==> src/rtl/div_unit.sv <==
// rtl/div_unit.sv - iterative radix-2 restoring DIV/DIVU unit for the HI/LO path
// Define DIV_ZERO_FAST_EN to resolve zero divisors in IDLE without the BUSY sequence.
module div_unit #(
  parameter int WIDTH = 32
) (
  input  logic             clk,
  input  logic             rst,
  input  logic             start,
  input  logic             signed_div,
  input  logic [WIDTH-1:0] a,
  input  logic [WIDTH-1:0] b,
  input  logic             cancel,
  output logic             ready,
  output logic [WIDTH-1:0] hi,
  output logic [WIDTH-1:0] lo,
  output logic             done
);

  localparam int CW = (WIDTH > 1) ? $clog2(WIDTH) : 1;
  localparam logic [CW-1:0] LAST = CW'(WIDTH - 1);

  typedef enum logic [1:0] {IDLE, BUSY, DONE} state_t;

  state_t           state_q, state_d;
  logic [CW-1:0]    cnt_q, cnt_d;
  logic [WIDTH-1:0] rem_q, rem_d;
  logic [WIDTH-1:0] quo_q, quo_d;
  logic [WIDTH-1:0] dvs_q, dvs_d;
  logic [WIDTH-1:0] dvd_q, dvd_d;
  logic             qneg_q, qneg_d;
  logic             rneg_q, rneg_d;
  logic             zero_q, zero_d;
  logic [WIDTH-1:0] hi_q, hi_d;
  logic [WIDTH-1:0] lo_q, lo_d;
  logic             done_q, done_d;

  logic [WIDTH-1:0] a_mag, b_mag;
  logic [WIDTH:0]   rem_ext, trial;
  logic [WIDTH-1:0] step_rem, step_quo;
  logic [WIDTH-1:0] fix_rem, fix_quo;

  assign ready = ~start | (state_q == DONE);
  assign hi    = hi_q;
  assign lo    = lo_q;
  assign done  = done_q;

  always_comb begin
    state_d = state_q;
    cnt_d   = cnt_q;
    rem_d   = rem_q;
    quo_d   = quo_q;
    dvs_d   = dvs_q;
    dvd_d   = dvd_q;
    qneg_d  = qneg_q;
    rneg_d  = rneg_q;
    zero_d  = zero_q;
    hi_d    = hi_q;
    lo_d    = lo_q;
    done_d  = 1'b0;

    a_mag = (signed_div && a[WIDTH-1]) ? -a : a;
    b_mag = (signed_div && b[WIDTH-1]) ? -b : b;

    // Shifted remainder needs one extra bit before the trial subtract.
    rem_ext = {rem_q, quo_q[WIDTH-1]};
    trial   = rem_ext - {1'b0, dvs_q};
    if (!trial[WIDTH]) begin
      step_rem = trial[WIDTH-1:0];
      step_quo = {quo_q[WIDTH-2:0], 1'b1};
    end else begin
      step_rem = rem_ext[WIDTH-1:0];
      step_quo = {quo_q[WIDTH-2:0], 1'b0};
    end
    fix_quo = qneg_q ? -step_quo : step_quo;
    fix_rem = rneg_q ? -step_rem : step_rem;

    case (state_q)
      IDLE: begin
        if (start && !cancel) begin
`ifdef DIV_ZERO_FAST_EN
          if (b == '0) begin
            hi_d    = a;
            lo_d    = '1;
            done_d  = 1'b1;
            state_d = DONE;
          end else
`endif
          begin
            rem_d   = '0;
            quo_d   = a_mag;
            dvs_d   = b_mag;
            dvd_d   = a;
            qneg_d  = signed_div & (a[WIDTH-1] ^ b[WIDTH-1]);
            rneg_d  = signed_div & a[WIDTH-1];
            zero_d  = (b == '0);
            cnt_d   = '0;
            state_d = BUSY;
          end
        end
      end
      BUSY: begin
        rem_d = step_rem;
        quo_d = step_quo;
        cnt_d = cnt_q + CW'(1);
        if (cnt_q == LAST) begin
          hi_d    = zero_q ? dvd_q : fix_rem;
          lo_d    = zero_q ? '1 : fix_quo;
          done_d  = 1'b1;
          state_d = DONE;
        end
      end
      // The start still visible here belongs to the departing instruction.
      DONE:    state_d = IDLE;
      default: state_d = IDLE;
    endcase

    if (cancel) begin
      state_d = IDLE;
      hi_d    = hi_q;
      lo_d    = lo_q;
      done_d  = 1'b0;
    end
  end

  always_ff @(posedge clk) begin
    if (rst) begin
      state_q <= IDLE;
      cnt_q   <= '0;
      rem_q   <= '0;
      quo_q   <= '0;
      dvs_q   <= '0;
      dvd_q   <= '0;
      qneg_q  <= 1'b0;
      rneg_q  <= 1'b0;
      zero_q  <= 1'b0;
      hi_q    <= '0;
      lo_q    <= '0;
      done_q  <= 1'b0;
    end else begin
      state_q <= state_d;
      cnt_q   <= cnt_d;
      rem_q   <= rem_d;
      quo_q   <= quo_d;
      dvs_q   <= dvs_d;
      dvd_q   <= dvd_d;
      qneg_q  <= qneg_d;
      rneg_q  <= rneg_d;
      zero_q  <= zero_d;
      hi_q    <= hi_d;
      lo_q    <= lo_d;
      done_q  <= done_d;
    end
  end

endmodule

==> config.mk <==
export PLATFORM = sky130hd
export DESIGN_NAME = div_unit
export DESIGN_NICKNAME = d
export VERILOG_FILES = /design/src/rtl/div_unit.sv
export SDC_FILE = /design/constraint.sdc
export NUM_CORES = 1
export LEC_CHECK = 0
export BUFFER_PORTS_ARGS = -buffer_cell sky130_fd_sc_hd__buf_2
export CAP_MARGIN = 30
export CORE_MARGIN = 3
export CORE_UTILIZATION = 28
export DETAILED_ROUTE_END_ITERATION = 10
export GPL_TIMING_DRIVEN = 0
export PLACE_DENSITY = 0.47
export SYNTH_ARGS = -nofsm -noshare
export SYNTH_HDL_FRONTEND = slang
export SYNTH_SLANG_ARGS = --single-unit
export TNS_END_PERCENT = 100
==> constraint.sdc <==
create_clock -name clk -period 8.2 [get_ports clk]
set_input_delay 1.23 -clock clk [delete_from_list [all_inputs] [get_ports clk]]
set_output_delay 1.23 -clock clk [all_outputs]
set_load 0.01 [all_outputs]
==> flow_summary.ini, run 1 <==
[yosys]
muxShareOfSynthArea = 0.0302
yosysUniqueCellTypes = 79
synth.cell_area_sq_um = 12900
synth-main-ff-cell = dfxtp_1
yosys.area_share.simple = 0.232
synth_warnings = 0
synth_edf_count = 0
synth_fp_nets = 1816
register_bit_total_from_synthesis = 203
yosysSeqAreaShare = 0.316
synth_fa_ha_area_frac = 0.0385
synth_top_family_by_area = compound AO/OA/AOI/OAI gates
synth-async-reset-ratio = 0
synth_compound_gate_area_share = 0.251
synth-xor-area-share = 0.0858
postSynthAreaPerCell_sq_um = 7.53
post_synth_inst_count = 1708

[timing]
finalSetupTns_ns = 0
timing.final.max_slew_violations = 0
setup_viol = 0
worst-slew-pin-transition_ns = 0.978
clock-skew-final_ns = 0.0414
hold_viol_final = 0
period_share = 0.880
layout_setup_ws_ns = 0.988
fin_crit_ns = 7.21
max-slew-margin-rel = 0.346
rsz_0062_raised_after_global_routing = no
max_freq_ghz = 0.139

[critical_path]
reg2reg_depth = 25
worst-path-buf-inv = 6
worstPathArrival_ns = 7.70
cp_slowest_cell = buf_1
rr_startpoint = quo_q[31]$_SDFFE_PP0P_
worst-r2r-setup-slack_ns = 0.99
setup.worst_path.start_class = register
reg2reg_to = hi[18]$_SDFFE_PP0P_
critical_path.max_stage_delay_ns = 0.70
critical_path_class = reg2reg
path_delay_family = compound AO/OA/AOI/OAI gates
required_ns = 8.69
worstPathMaxFanout = 10
cp-end-kind = register

[finish]
layout.cells.most_common = nand2_1
synthToLayoutAreaGrowth_pct = 17.7
final-seq-area_sq_um = 4060
drive_above_1_share = 0.116
layout.cells.most_common_list = 235 x nand2_1, 203 x dfxtp_1, 191 x nor2_1
finish.net_count = 1979
nFillCells = 4869
multiInputGateArea_sq_um = 8190

[route]
viasPerCell = 5.45
ant_nets = 0
route.vias.total = 13500
totalWireLength_um = 54300
initialDrtViolationCount = 1312
route.detailed.wl_per_inst_um = 21.9
drt_pass1_iterations = 7
remaining_drc_errors = 0

[run]
cap_violations = 0

[clock_network]
clock_latency_ns = 0.57
postCtsSetupRepairBufs = 0
clk_pin_slew_worst_paths_ns = 0.06
tritoncts = done
cts.sinks = 203
htree_num_levels = 1
cts-root-buf = clkbuf_16
cts-root-to-sink-buffers = 3
count_of_cells_resized_by_post_cts_repair = 0
cts_hold_buf = 0
tritoncts.num_buffers = 26

[pwr]
seqPwrFrac = 0.394
static-leakage-power_uw = 0.00572
p_int_uw = 1840
clkPwrFrac = 0.434
power_per_cell_area_nw_per_um2 = 175
power_frac_comb = 0.171
netSwitchingFraction = 0.305
power.switching_uw = 807
ir_drop_v = 0.000146

[run_status]
status = finished clean

[min_path]
holdCritPathClass = reg2reg
depth_of_the_worst_hold_timing_path = 2
hold-path-endpoint = dvs_q[22]$_SDFFE_PP0P_
launch_point_of_the_worst_hold_path = dvs_q[22]$_SDFFE_PP0P_

[place]
final_gp_congestion = 0.918
dpl_worst_slack_ns = 1.10
dp_hpwl_um = 43300
port_buffers = 133

[floorplan]
die-height_um = 220
die-area_sq_um = 48500
fp.dieW_um = 220
ios = 135
rows = 77
core_region_area_sq_um = 44800
start_util = 0.287

[global_route]
grt.overflow.total = 0
grt_pass1_vias = 13000
antenna_violations_before_repair = 3
grt_first_pass_wirelength_um = 81200
grt_usage = 0.219
grt_max_degree = 14
-- tightest hold or removal path: stages, from the launching register on --
cell	delay, ns
dfxtp_1	0.31
nand2_1	0.05
a21oi_1	0.05
-- per-stage QoR --
stage                     cells  total power [uW]  cell area (sq um)  utilization  hold WS (ns)
final                      2484              2640              15100        0.338         0.451
after detailed placement   2435              1510              14300        0.319         0.446
after CTS                  2482              2660              15100        0.338         0.454
after global routing       2484              2750              15100        0.338         0.480
after floorplan            1708              1340              12900            -         0.431
after global placement     2433              1500              14300        0.318         0.441
-- metal layers --
layer  track usage  routed length [um]  vias to the layer above
li1              -                   -                     6483
met2         0.340               23800                      408
met5             0                   0                        -
met4        0.0487                1180                        0
met3        0.0299                2840                       65
met1         0.321               26500                     6580
-- final cells by class --
cell class	count	area share
Tap cell	592	0.0489
Clock buffer	38	0.0499
Antenna cell	2	0.000331
Clock inverter	9	0.00620
Inverter	50	0.0124
Sequential cell	203	0.268
Multi-Input combinational cell	1348	0.541
Buffer	107	0.0275
Timing Repair Buffer	135	0.0450
-- worst max-delay path by stage --
stage                           startpoint             endpoint  slack, ns  depth (start not counted)
floorplan           quo_q[31]$_SDFFE_PP0P_  hi[28]$_SDFFE_PP0P_       3.23                         25
global placement    quo_q[31]$_SDFFE_PP0P_  hi[18]$_SDFFE_PP0P_       1.16                         25
detailed placement  quo_q[31]$_SDFFE_PP0P_  hi[18]$_SDFFE_PP0P_       1.10                         25
CTS                 quo_q[31]$_SDFFE_PP0P_  hi[18]$_SDFFE_PP0P_       1.08                         25
global route        quo_q[31]$_SDFFE_PP0P_  hi[18]$_SDFFE_PP0P_       0.47                         25
finish              quo_q[31]$_SDFFE_PP0P_  hi[18]$_SDFFE_PP0P_       0.99                         25
-- cell usage after synthesis, types with 3 or more instances --
library cell | count | area share
a221oi_1 | 5 | 0.0034
dfxtp_1 | 203 | 0.32
and3_1 | 12 | 0.0058
a21oi_1 | 160 | 0.062
nand3b_1 | 8 | 0.0047
o21a_1 | 10 | 0.0058
buf_2 | 6 | 0.0023
nand2b_1 | 12 | 0.0058
nor3_1 | 41 | 0.016
clkbuf_1 | 89 | 0.026
or2_2 | 6 | 0.0029
inv_1 | 48 | 0.014
or3_1 | 20 | 0.0097
or4_1 | 15 | 0.0088
a311oi_1 | 16 | 0.011
a31oi_1 | 27 | 0.013
a41oi_1 | 5 | 0.0034
nor2b_1 | 7 | 0.0034
nor4_1 | 18 | 0.0088
nand2_1 | 235 | 0.069
a31o_2 | 3 | 0.0020
nor3b_1 | 3 | 0.0018
nand3_1 | 46 | 0.018
a211oi_1 | 57 | 0.033
xnor2_1 | 55 | 0.037
a221o_1 | 4 | 0.0031
mux2i_1 | 23 | 0.018
o31ai_1 | 23 | 0.013
o211ai_1 | 15 | 0.0088
a22oi_1 | 33 | 0.019
buf_1 | 11 | 0.0032
o211a_1 | 6 | 0.0047
o21ai_0 | 78 | 0.030
mux2_2 | 12 | 0.011
nand4_1 | 9 | 0.0044
o41ai_1 | 10 | 0.0068
ha_1 | 38 | 0.037
a21o_1 | 7 | 0.0041
nor2_1 | 191 | 0.056
and2_1 | 14 | 0.0068
xor2_1 | 71 | 0.048
and4_1 | 3 | 0.0020
o22ai_1 | 8 | 0.0039
-- flip-flops by register name (all words and copies together), names as in the netlist --
signal,cells
dvs_q,32
cnt_q,5
state_q,2
done,1
qneg_q,1
rneg_q,1
hi,32
zero_q,1
quo_q,32
dvd_q,32
lo,32
rem_q,32
-- cells by family (layout without fill, tap and decap cells) --
family / after synthesis / count (layout)
adders and majority gates: 39 / 39
muxes: 36 / 36
and+or+nand+nor: 653 / 653
other: 0 / 2
buffers and inverters: 157 / 339
AOI/OAI and AO/OA: 494 / 494
xor gates and xnor gates: 126 / 126
DFF: 203 / 203
-- power by group through the flow --
stage	Sequential (uW)	Clock [uW]	Combinational [uW]
floorplan	1050	0	289
global placement	1060	0	443
detailed placement	1060	0	445
CTS	1040	1170	447
global route	1050	1210	496
finish	1040	1150	453
Power figures use the tool's default switching activity.
==> run 2: changes to the inputs <==
--- a/config.mk
+++ b/config.mk
@@ -7,11 +7,15 @@
 export LEC_CHECK = 0
 export BUFFER_PORTS_ARGS = -buffer_cell sky130_fd_sc_hd__buf_2
 export CAP_MARGIN = 30
+export CELL_PAD_IN_SITES_DETAIL_PLACEMENT = 0
+export CELL_PAD_IN_SITES_GLOBAL_PLACEMENT = 1
 export CORE_MARGIN = 3
 export CORE_UTILIZATION = 28
 export DETAILED_ROUTE_END_ITERATION = 10
 export GPL_TIMING_DRIVEN = 0
-export PLACE_DENSITY = 0.47
+export PLACE_DENSITY = 0.59
+export SETUP_SLACK_MARGIN = 0.02
+export SKIP_CTS_REPAIR_TIMING = 1
 export SYNTH_ARGS = -nofsm -noshare
 export SYNTH_HDL_FRONTEND = slang
 export SYNTH_SLANG_ARGS = --single-unit
==> flow_summary.ini, run 2 (synthesized netlist as in run 1, its figures left out) <==
[timing]
setup_viol = 0
whs_ns = 0.455
layout_setup_ws_ns = 0.567
period_share = 0.931
rsz_0062_raised_after_global_routing = no
max-slew-margin-rel = 0.377
timing.final.max_slew_violations = 0
hold_viol_final = 0
max_freq_ghz = 0.131
clock-skew-final_ns = 0.0159
worst-slew-pin-transition_ns = 0.934
finalSetupTns_ns = 0
fin_crit_ns = 7.63

[global_route]
antenna_violations_before_repair = 0
grt_first_pass_wirelength_um = 83500
grt.overflow.total = 0
grt_usage = 0.227
grt_pass1_vias = 13200
grt_max_degree = 13

[clock_network]
cts-root-buf = clkbuf_16
clk_pin_slew_worst_paths_ns = 0.06
clock_latency_ns = 0.55
cts-root-to-sink-buffers = 3
tritoncts = done
cts.sinks = 203
tritoncts.num_buffers = 27
htree_num_levels = 1

[route]
totalWireLength_um = 55700
route.detailed.wl_per_inst_um = 22.5
drt_pass1_iterations = 6
ant_nets = 0
route.vias.total = 13500
initialDrtViolationCount = 1003
remaining_drc_errors = 0
viasPerCell = 5.43

[pwr]
static-leakage-power_uw = 0.00573
ir_drop_v = 0.000129
power_per_cell_area_nw_per_um2 = 177
p_total_uw = 2690

[critical_path]
critical_path_class = reg2reg
worstPathArrival_ns = 8.10
required_ns = 8.66
worstPathMaxFanout = 10
critical_path.max_stage_delay_ns = 0.74
cp_slowest_cell = buf_1
cp-end-kind = register
setup.worst_path.start_class = register

[min_path]
holdCritPathClass = reg2reg

[finish]
layout.cells.most_common = nand2_1
num_antenna_cells = 0
drive_above_1_share = 0.117
layout.cells.most_common_list = 235 x nand2_1, 203 x dfxtp_1, 191 x nor2_1
nFillCells = 4894
finish.net_count = 1979
synthToLayoutAreaGrowth_pct = 17.9

[place]
port_buffers = 133
dpl_worst_slack_ns = 0.886
final_gp_congestion = 0.904
dp_hpwl_um = 44400

[floorplan]
start_util = 0.287
fp.dieW_um = 220
ios = 135
die-height_um = 220
rows = 77
die-area_sq_um = 48500
core_region_area_sq_um = 44800

[run_status]
status = finished clean

[run]
cap_violations = 0
==> run 2: area by class of cell <==
type	count	area, sq um	area share
repair buffers	134	673	0.0444
flip-flops and latches	203	4060	0.268
clock buffers	38	777	0.0513
well taps	592	741	0.0489
clock inverters	8	97.6	0.00644
multi-input cells	1348	8200	0.541
plain buffers	107	417	0.0275
inverters	50	188	0.0124
==> run 2: worst max-delay path: cells and delay by family (launching register included) <==
family                   cells  cell delay, ns
XOR/XNOR                     1            0.21
buffers and inverters        6            2.08
adder cells (fa/ha/maj)      3            0.75
AND/OR/NAND/NOR              6            1.21
AO/OA/AOI/OAI                8            2.60
multiplexers                 1            0.22
flip-flops                   1            0.45
==> run 2: final timing paths <==
check	from	endpoint	slack, ns	depth (start not counted)
max	quo_q[31]$_SDFFE_PP0P_	hi[18]$_SDFFE_PP0P_	0.57	25
min	dvd_q[13]$_SDFFE_PP0P_	dvd_q[13]$_SDFFE_PP0P_	0.46	2
max reg2reg	quo_q[31]$_SDFFE_PP0P_	hi[18]$_SDFFE_PP0P_	0.57	25
min reg2reg	dvd_q[13]$_SDFFE_PP0P_	dvd_q[13]$_SDFFE_PP0P_	0.46	2
==> run 2: layer usage <==
layer,global-route usage,wire (um),up-vias
met4,0.0507,1260,0
met3,0.0246,2940,64
met1,0.334,27200,6522
met5,0,0,-
met2,0.356,24300,401
li1,-,-,6485
==> run 2: through the flow <==
stage	instances	area, sq um	util
floorplan	1708	12900	-
global placement	2433	14300	0.318
detailed placement	2434	14300	0.319
CTS	2480	15200	0.338
global route	2480	15200	0.338
finish	2480	15200	0.338
==> run 2: power breakdown <==
group | switching [uW] | internal [uW]
Sequential | 26.2 | 1020
Combinational | 306 | 151
Clock | 475 | 716
Total | 807 | 1880
